`src/rtl/pipe_ctrl.sv`:
```
// pipe_ctrl: hazard, MDU and halt sequencing controller for the 5-stage pipeline
module pipe_ctrl #(
    parameter int CNT_W       = 64,
    parameter int STALL_W     = 32,
    parameter int MDU_MAX_CYC = 70
) (
    input  logic               clk,
    input  logic               rst_n,
    input  logic               id_valid_i,
    input  logic [4:0]         id_rs1_i,
    input  logic [4:0]         id_rs2_i,
    input  logic               id_use_rs1_i,
    input  logic               id_use_rs2_i,
    input  logic               id_branch_i,
    input  logic               id_mdu_i,
    input  logic               id_exit_i,
    input  logic               ex_load_i,
    input  logic [4:0]         ex_rd_i,
    input  logic               mdu_done_i,
    input  logic               wb_valid_i,
    input  logic               wb_exit_i,
    output logic               pc_we_o,
    output logic               ifid_we_o,
    output logic               ifid_flush_o,
    output logic               idex_bubble_o,
    output logic               mdu_start_o,
    output logic               halt_o,
    output logic               err_o,
    output logic [1:0]         state_o,
    output logic [CNT_W-1:0]   cycle_cnt_o,
    output logic [CNT_W-1:0]   instret_o,
    output logic [STALL_W-1:0] stall_cnt_o
);
    localparam logic [1:0] RUN      = 2'd0;
    localparam logic [1:0] MDU_WAIT = 2'd1;
    localparam logic [1:0] DRAIN    = 2'd2;
    localparam logic [1:0] HALT     = 2'd3;
    localparam int MW = $clog2(MDU_MAX_CYC + 1);

    logic [1:0]    state_nxt;
    logic [MW-1:0] mdu_cnt;
    logic          pc_we, ifid_we, flush, bubble, start, halt;
    logic          exit_hit, load_use, mdu_to;

    assign exit_hit = id_valid_i & id_exit_i;
    assign load_use = id_valid_i & ex_load_i & (ex_rd_i != 5'd0) &
                      ((id_use_rs1_i & (id_rs1_i == ex_rd_i)) | (id_use_rs2_i & (id_rs2_i == ex_rd_i)));
    // timeout fires on the cycle the wait count would reach the limit; a same-cycle done wins
    assign mdu_to = (state_o == MDU_WAIT) & ~mdu_done_i & (mdu_cnt == MW'(MDU_MAX_CYC - 1));

    // per-state control decode and next-state selection
    always_comb begin
        pc_we     = 1'b0;
        ifid_we   = 1'b0;
        flush     = 1'b0;
        bubble    = 1'b0;
        start     = 1'b0;
        halt      = 1'b0;
        state_nxt = state_o;
        case (state_o)
            RUN: begin
                pc_we   = ~(exit_hit | load_use | (id_valid_i & id_mdu_i));
                ifid_we = exit_hit | ~(load_use | (id_valid_i & id_mdu_i));
                flush   = exit_hit | (~load_use & ~(id_valid_i & id_mdu_i) & id_valid_i & id_branch_i);
                bubble  = ~exit_hit & (load_use | (id_valid_i & id_mdu_i));
                start   = ~exit_hit & ~load_use & id_valid_i & id_mdu_i;
                state_nxt = exit_hit ? DRAIN : start ? MDU_WAIT : RUN;
            end
            MDU_WAIT: begin
                pc_we     = mdu_done_i;
                ifid_we   = mdu_done_i;
                bubble    = ~mdu_done_i;
                state_nxt = mdu_done_i ? RUN : mdu_to ? HALT : MDU_WAIT;
            end
            DRAIN: begin
                flush     = 1'b1;
                state_nxt = (wb_valid_i & wb_exit_i) ? HALT : DRAIN;
            end
            default: halt = 1'b1;
        endcase
    end

    // control outputs are held low while reset is asserted
    always_comb begin
        pc_we_o       = rst_n & pc_we;
        ifid_we_o     = rst_n & ifid_we;
        ifid_flush_o  = rst_n & flush;
        idex_bubble_o = rst_n & bubble;
        mdu_start_o   = rst_n & start;
        halt_o        = rst_n & halt;
    end

    // state, MDU wait counter, sticky error and performance counters
    always_ff @(posedge clk or negedge rst_n) begin
        if (!rst_n) begin
            state_o     <= RUN;
            mdu_cnt     <= '0;
            err_o       <= 1'b0;
            cycle_cnt_o <= '0;
            instret_o   <= '0;
            stall_cnt_o <= '0;
        end else begin
            state_o <= state_nxt;
            mdu_cnt <= start ? '0 : (state_o == MDU_WAIT) ? mdu_cnt + 1'b1 : mdu_cnt;
            if (mdu_to) err_o <= 1'b1;
            if (state_o != HALT) cycle_cnt_o <= cycle_cnt_o + 1'b1;
            if (wb_valid_i) instret_o <= instret_o + 1'b1;
            if (!pc_we && (state_o == RUN || state_o == MDU_WAIT)) stall_cnt_o <= stall_cnt_o + 1'b1;
        end
    end
endmodule

```
`config.mk`:
```
export PLATFORM = sky130hd
export DESIGN_NAME = pipe_ctrl
export DESIGN_NICKNAME = d
export VERILOG_FILES = /design/src/rtl/pipe_ctrl.sv
export SDC_FILE = /design/constraint.sdc
export NUM_CORES = 1
export LEC_CHECK = 0
export BUFFER_PORTS_ARGS = -buffer_cell sky130_fd_sc_hd__buf_2
export CAP_MARGIN = 20
export CORE_ASPECT_RATIO = 1.5
export CORE_UTILIZATION = 40
export DETAILED_ROUTE_END_ITERATION = 16
export PLACE_DENSITY = 0.73
export SETUP_SLACK_MARGIN = 0.5
export SYNTH_ARGS = -nofsm -noshare
export SYNTH_HDL_FRONTEND = slang
export SYNTH_SLANG_ARGS = --single-unit
```
`constraint.sdc`:
```
create_clock -name clk -period 2.6 [get_ports clk]
set_input_delay 0.52 -clock clk [delete_from_list [all_inputs] [get_ports clk]]
set_output_delay 0.52 -clock clk [all_outputs]
set_load 0.005 [all_outputs]
```
**Word level (Yosys, flattened, before mapping)**

Index checks and enable logic that the tools add are counted.

- $add $sub $neg: 4
- Equality and inequality tests: 6
- Multiplexer cells: 14
- Bitwise gates (word level): 35
- Reductions and logical operators: 8

Operators by type and width:

| kind | number |
|---|---|
| 64-bit by 1-bit adder with 64-bit output, second input constant | 2 |
| 32-bit by 1-bit adder with 32-bit output, second input constant | 1 |
| 1-bit bitwise AND | 23 |
| 7-bit two-way mux | 2 |
| 5-bit equality test | 2 |
| 1-bit case mux with 2 select lines | 4 |
| 7-bit by 1-bit adder with 7-bit output, second input constant | 1 |
| 7-bit equality test, second input constant | 1 |
| 2-bit two-way mux | 3 |
| 1-bit NOT | 6 |
| 1-bit bitwise OR | 6 |
| 2-bit case mux with 3 select lines | 1 |
| 5-bit nonzero test | 1 |
| 1-bit two-way mux | 4 |
| 3-bit nonzero test | 1 |
| 3-bit OR reduction | 1 |
| 2-bit by 1-bit equality test with 1-bit output, second input constant | 1 |
| 2-bit equality test, second input constant | 1 |
| 2-bit zero test | 1 |
| 2-bit != test, second input constant | 1 |
| 2-bit nonzero test | 1 |
| 1-bit logical AND | 1 |
| 1-bit zero test | 1 |
| 1-bit logical OR | 1 |

- Register bits after elaboration: 170
- Input port bits: 27
- Output and inout bits: 169
- Word-level logic and storage cells: 73

**Logic depth before layout (Yosys ltp)**

- Depth after elaboration: 11
- Depth in mapped cells: 8
- Depth with buffers taken out: 7

**Worst setup path before layout**

Ideal clock, no wire load.

- Path type: input -> output
- Start: input ex_rd_i[0]
- End: output pc_we_o
- Data arrival time: 2.077 ns
- Data required time: 2.080 ns
- Setup slack: 0.003 ns
- Cell stages on the path: 5
- Buffers on the path: 1
- Cells stage by stage: or3_1 > o311a_1 > a221oi_1 > clkbuf_1 > o21a_1

- Longest elaborated chain between the ends: 9
- Elaborated cells on any way between the ends: 13
- Classes of those cells: eq/ne (2); mux (1); bitwise (9); reduce/logical (1)

RTL lines:

| item | RTL line | text |
|---|---|---|
| from (decl) | 18 | `input logic [4:0] ex_rd_i,` |
| 5-bit equality test | 47 | `((id_use_rs1_i & (id_rs1_i == ex_rd_i)) \| (id_use_rs2_i & (id_rs2_i == ex_rd_i)));` |
| 1-bit bitwise AND | 47 |  |
| 1-bit bitwise OR | 47 |  |
| 1-bit bitwise AND (*) | 46 | `assign load_use = id_valid_i & ex_load_i & (ex_rd_i != 5'd0) &` |
| 1-bit bitwise OR (*) (2 in series) | 62 | `pc_we = ~(exit_hit \| load_use \| (id_valid_i & id_mdu_i));` |
| 1-bit NOT (*) | 62 |  |
| 1-bit case mux with 2 select lines (*) | 60 | `case (state_o)` |
| 1-bit bitwise AND (*) | 85 | `pc_we_o = rst_n & pc_we;` |
| to (decl) | 22 | `output logic pc_we_o,` |

Mark *: on every way between the ends. The rest lies on a longest branch, timed or not.

**Worst setup path after layout**

- Start: input ex_rd_i[1]
- End: output mdu_start_o

- Longest elaborated chain between the ends: 10
- Elaborated cells on any way between the ends: 14
- Classes of those cells: eq/ne (2); mux (1); bitwise (10); reduce/logical (1)

RTL lines:

| item | RTL line | text |
|---|---|---|
| 5-bit equality test | 47 |  |
| 1-bit bitwise AND | 47 |  |
| 1-bit bitwise OR | 47 |  |
| 1-bit bitwise AND (*) | 46 |  |
| 1-bit NOT (*) | 66 | `start = ~exit_hit & ~load_use & id_valid_i & id_mdu_i;` |
| 1-bit bitwise AND (*) (3 in series) | 66 |  |
| 1-bit two-way mux (*) | 60 |  |
| 1-bit bitwise AND (*) | 89 | `mdu_start_o = rst_n & start;` |
| to (decl) | 26 | `output logic mdu_start_o,` |

Marked as above.

==> impl_metrics.csv <==
group,metric,value,unit
cts,cts.path.max_buffers,2,
placement,hpwlAfterDp,14000,um
grt,grt_max_degree,111,
cts,clock-sinks,170,
critical_path,critPathCaptureType,"output port",
synth,syn_avg_cell_area,10.8,um^2
synth,synthCells,742,
grt,grt_pass1_vias,6607,
grt,grt_pass1_wl,32700,um
synth,ys_seq_area_frac,0.530,
route,drc,0,
die,ioPinCount,196,
cts,tritoncts,"built",
route,highest_layer,"met4",
route,wl,19900,um
route,drt-wirelength-per-cell,15.5,um
min_path,hp-class,"primary input to async pin",
synth,synth_seq_cells,170,
timing,worst_pin_slew,0.653,ns
die,core,19700,um^2
critical_path,arrival,1.83,ns
route,met1_length,7920,um
placement,globalplace.congestion,0.804,
critical_path,cp.required,2.08,ns
timing,tns,0,ns
timing,rsz0062_at_grt,"yes",
timing,timing_hold_violations_final,0,
route,drt_iter0_drc,269,
timing,max_slew_margin,0.564,
critical_path,critPathLaunchType,"primary input",
die,die_w,118,um
route,dr.pass1.iters,5,
cts,clk_pin_slew,0.06,ns
route,viasPerCell,5.11,
run_status,status,"finished clean",
grt,antenna_found_initial,1,
final_layout,final_cell_mix,"191 x buf_2, 161 x dfrtp_1, 100 x xnor2_1, 76 x nand2_1, 73 x xor2_1",
synth,yosysTopAreaCellShare,0.530,
final_layout,nNetsFinal,1046,
synth,synth.cell_area,8020,um^2
critical_path,path_max_fanout,5,
timing,fmax,0.426,GHz
synth,yosys.area.top_type,"dfrtp_1",
timing,fin_skew,0.0137,ns
synth,synth-edff-count,0,
die,start_util,0.407,
route,wl_met2,10400,um
die,die-height,175,um
grt,grt_overflow_total,0,
synth,synth_ff_type,"dfrtp_1",
final_layout,layout-drive-gt1-share,0.361,
die,fp.dieArea,20600,um^2
power_and_ir_drop,p_per_area,518,nW/um^2
cts,cts_made_buffers,17,
timing,fin_crit_sh,0.903,
job,maxCapViolCount,0,
cts,clockRootBuffer,"clkbuf_16",
placement,portBuffers,195,
final_layout,final_common_cell,"buf_2",
power_and_ir_drop,peakVddDrop,0.349,mV
synth,synthTopCellsByArea,"dfrtp_1 53%, xnor2_1 11%, xor2_1 8.0%, nand2_1 3.8%, nand3_1 3.0%",
cts,insertion_delay,0.44,ns
grt,grt_use_total,0.199,
timing,drv_slew,0,
route,wl_met3,881,um
timing,period_minus_slack,2.35,ns
critical_path,critPathKind,"primary input to output port",
route,num_vias,6566,
timing,setup_viol,0,
synth,yosysWarnings,0,
synth,yosysUniqueCellTypes,50,
synth,synthesis.nets,778,
placement,place_area,9530,um^2
cts,htreeDepth,4,
synth,synthArstFlopShare,1.00,
timing,hold-worst-slack,0.139,ns
final_layout,fin_area,10800,um^2
die,rows,63,
power_and_ir_drop,leakage,5.60,nW
final_layout,area_growth,35.0,%
route,ant_nets,0,
[flip-flops by register name, summed over array words and instances, names as in the netlist]
register	count
cycle_cnt_o	64
instret_o	64
stall_cnt_o	32
mdu_cnt	7
state_o	2
err_o	1
[what timing repair did]
item / in CTS / in global routing
pin swaps: 17 / 21
hold endpoints to repair: 26 / 0
setup buffers: 26 / 19
resized for setup: 32 / 49
endpoints found under the setup margin: 61 / 71
hold buffers: 1 / 0
[power breakdown]
group / internal, W / switching [W] / leakage, nW
Sequential: 0.00270 / 0.0000611 / 2.29
Clock: 0.00137 / 0.00113 / 0.275
Combinational: 0.000150 / 0.000192 / 3.04
[through the flow]
step	utilization	instances	power [W]	worst slack, ns
after detailed placement	0.483	1205	0.00312	0.119
after floorplan	-	742	0.00292	0.207
after CTS	0.531	1264	0.00567	0.171
after global placement	0.483	1205	0.00312	0.129
final	0.549	1284	0.00561	0.252
after global routing	0.549	1283	0.00584	0.219
[layer usage]
metal,GRT usage,vias up
li1,-,3106
met4,0.0999,0
met5,0,-
met1,0.224,3245
met3,0.0471,42
met2,0.350,173
[worst max-delay path, cell delays in order]
cell and delay [ns]:
buf_8 0.09, or3_4 0.37, o311a_4 0.34, nand2_4 0.10, and3_4 0.18, and2_4 0.13
buf_6 0.08
[logic make-up (layout without fill, tap and decap cells)]
logic type / after synthesis / after routing / synth area share
adder cells (fa/ha/maj): 9 / 9 / 0.0140
AO/OA/AOI/OAI: 18 / 18 / 0.0153
buffers and inverters: 24 / 305 / 0.0114
other: 0 / 1 / 0
flip-flops: 170 / 170 / 0.530
multiplexers: 3 / 3 / 0.00421
XOR/XNOR: 173 / 173 / 0.189
AND/OR/NAND/NOR: 345 / 345 / 0.236
[Yosys cell counts, drive strengths merged (2+ instances only)]
cell and n:
dfrtp 170, xnor2 100, nand2 81, xor2 73, nor2 57, nand3 49
nand4 40, and3 23, nor3 20, and4 17, nor4 14, inv 12
and2 10, clkbuf 10, ha 9, nor4b 9, nor3b 4, o21ai 4
or3 4, or4 4, a221oi 3, mux2 3, nand2b 3, o21a 3
a21oi 2, a31oi 2, nand3b 2, or2 2
[final timing paths]
path | from | end | slack (ns) | cells past startpoint
worst max-delay path | ex_rd_i[1] | mdu_start_o | 0.25 | 7
worst min-delay path | rst_n | cycle_cnt_o[4] | 0.14 | 2
worst max register to register | instret_o[50] | instret_o[63] | 0.52 | 6
worst min register to register | cycle_cnt_o[63] | cycle_cnt_o[63] | 0.47 | 1
max in group asynchronous | rst_n | instret_o[0] | 1.80 | 2
min in group clk | cycle_cnt_o[63] | cycle_cnt_o[63] | 0.47 | 1
[area by class of cell]
cell class | count | area (um^2)
diodes | 1 | 2.50
clock buffers | 19 | 443
clock inverters | 13 | 133
fillers | 1689 | 8880
inverters | 13 | 50.0
multi-input cells | 548 | 4060
flip-flops and latches | 170 | 4270
well taps | 260 | 325
repair buffers | 260 | 1550
(Power assumes the default switching activity.)
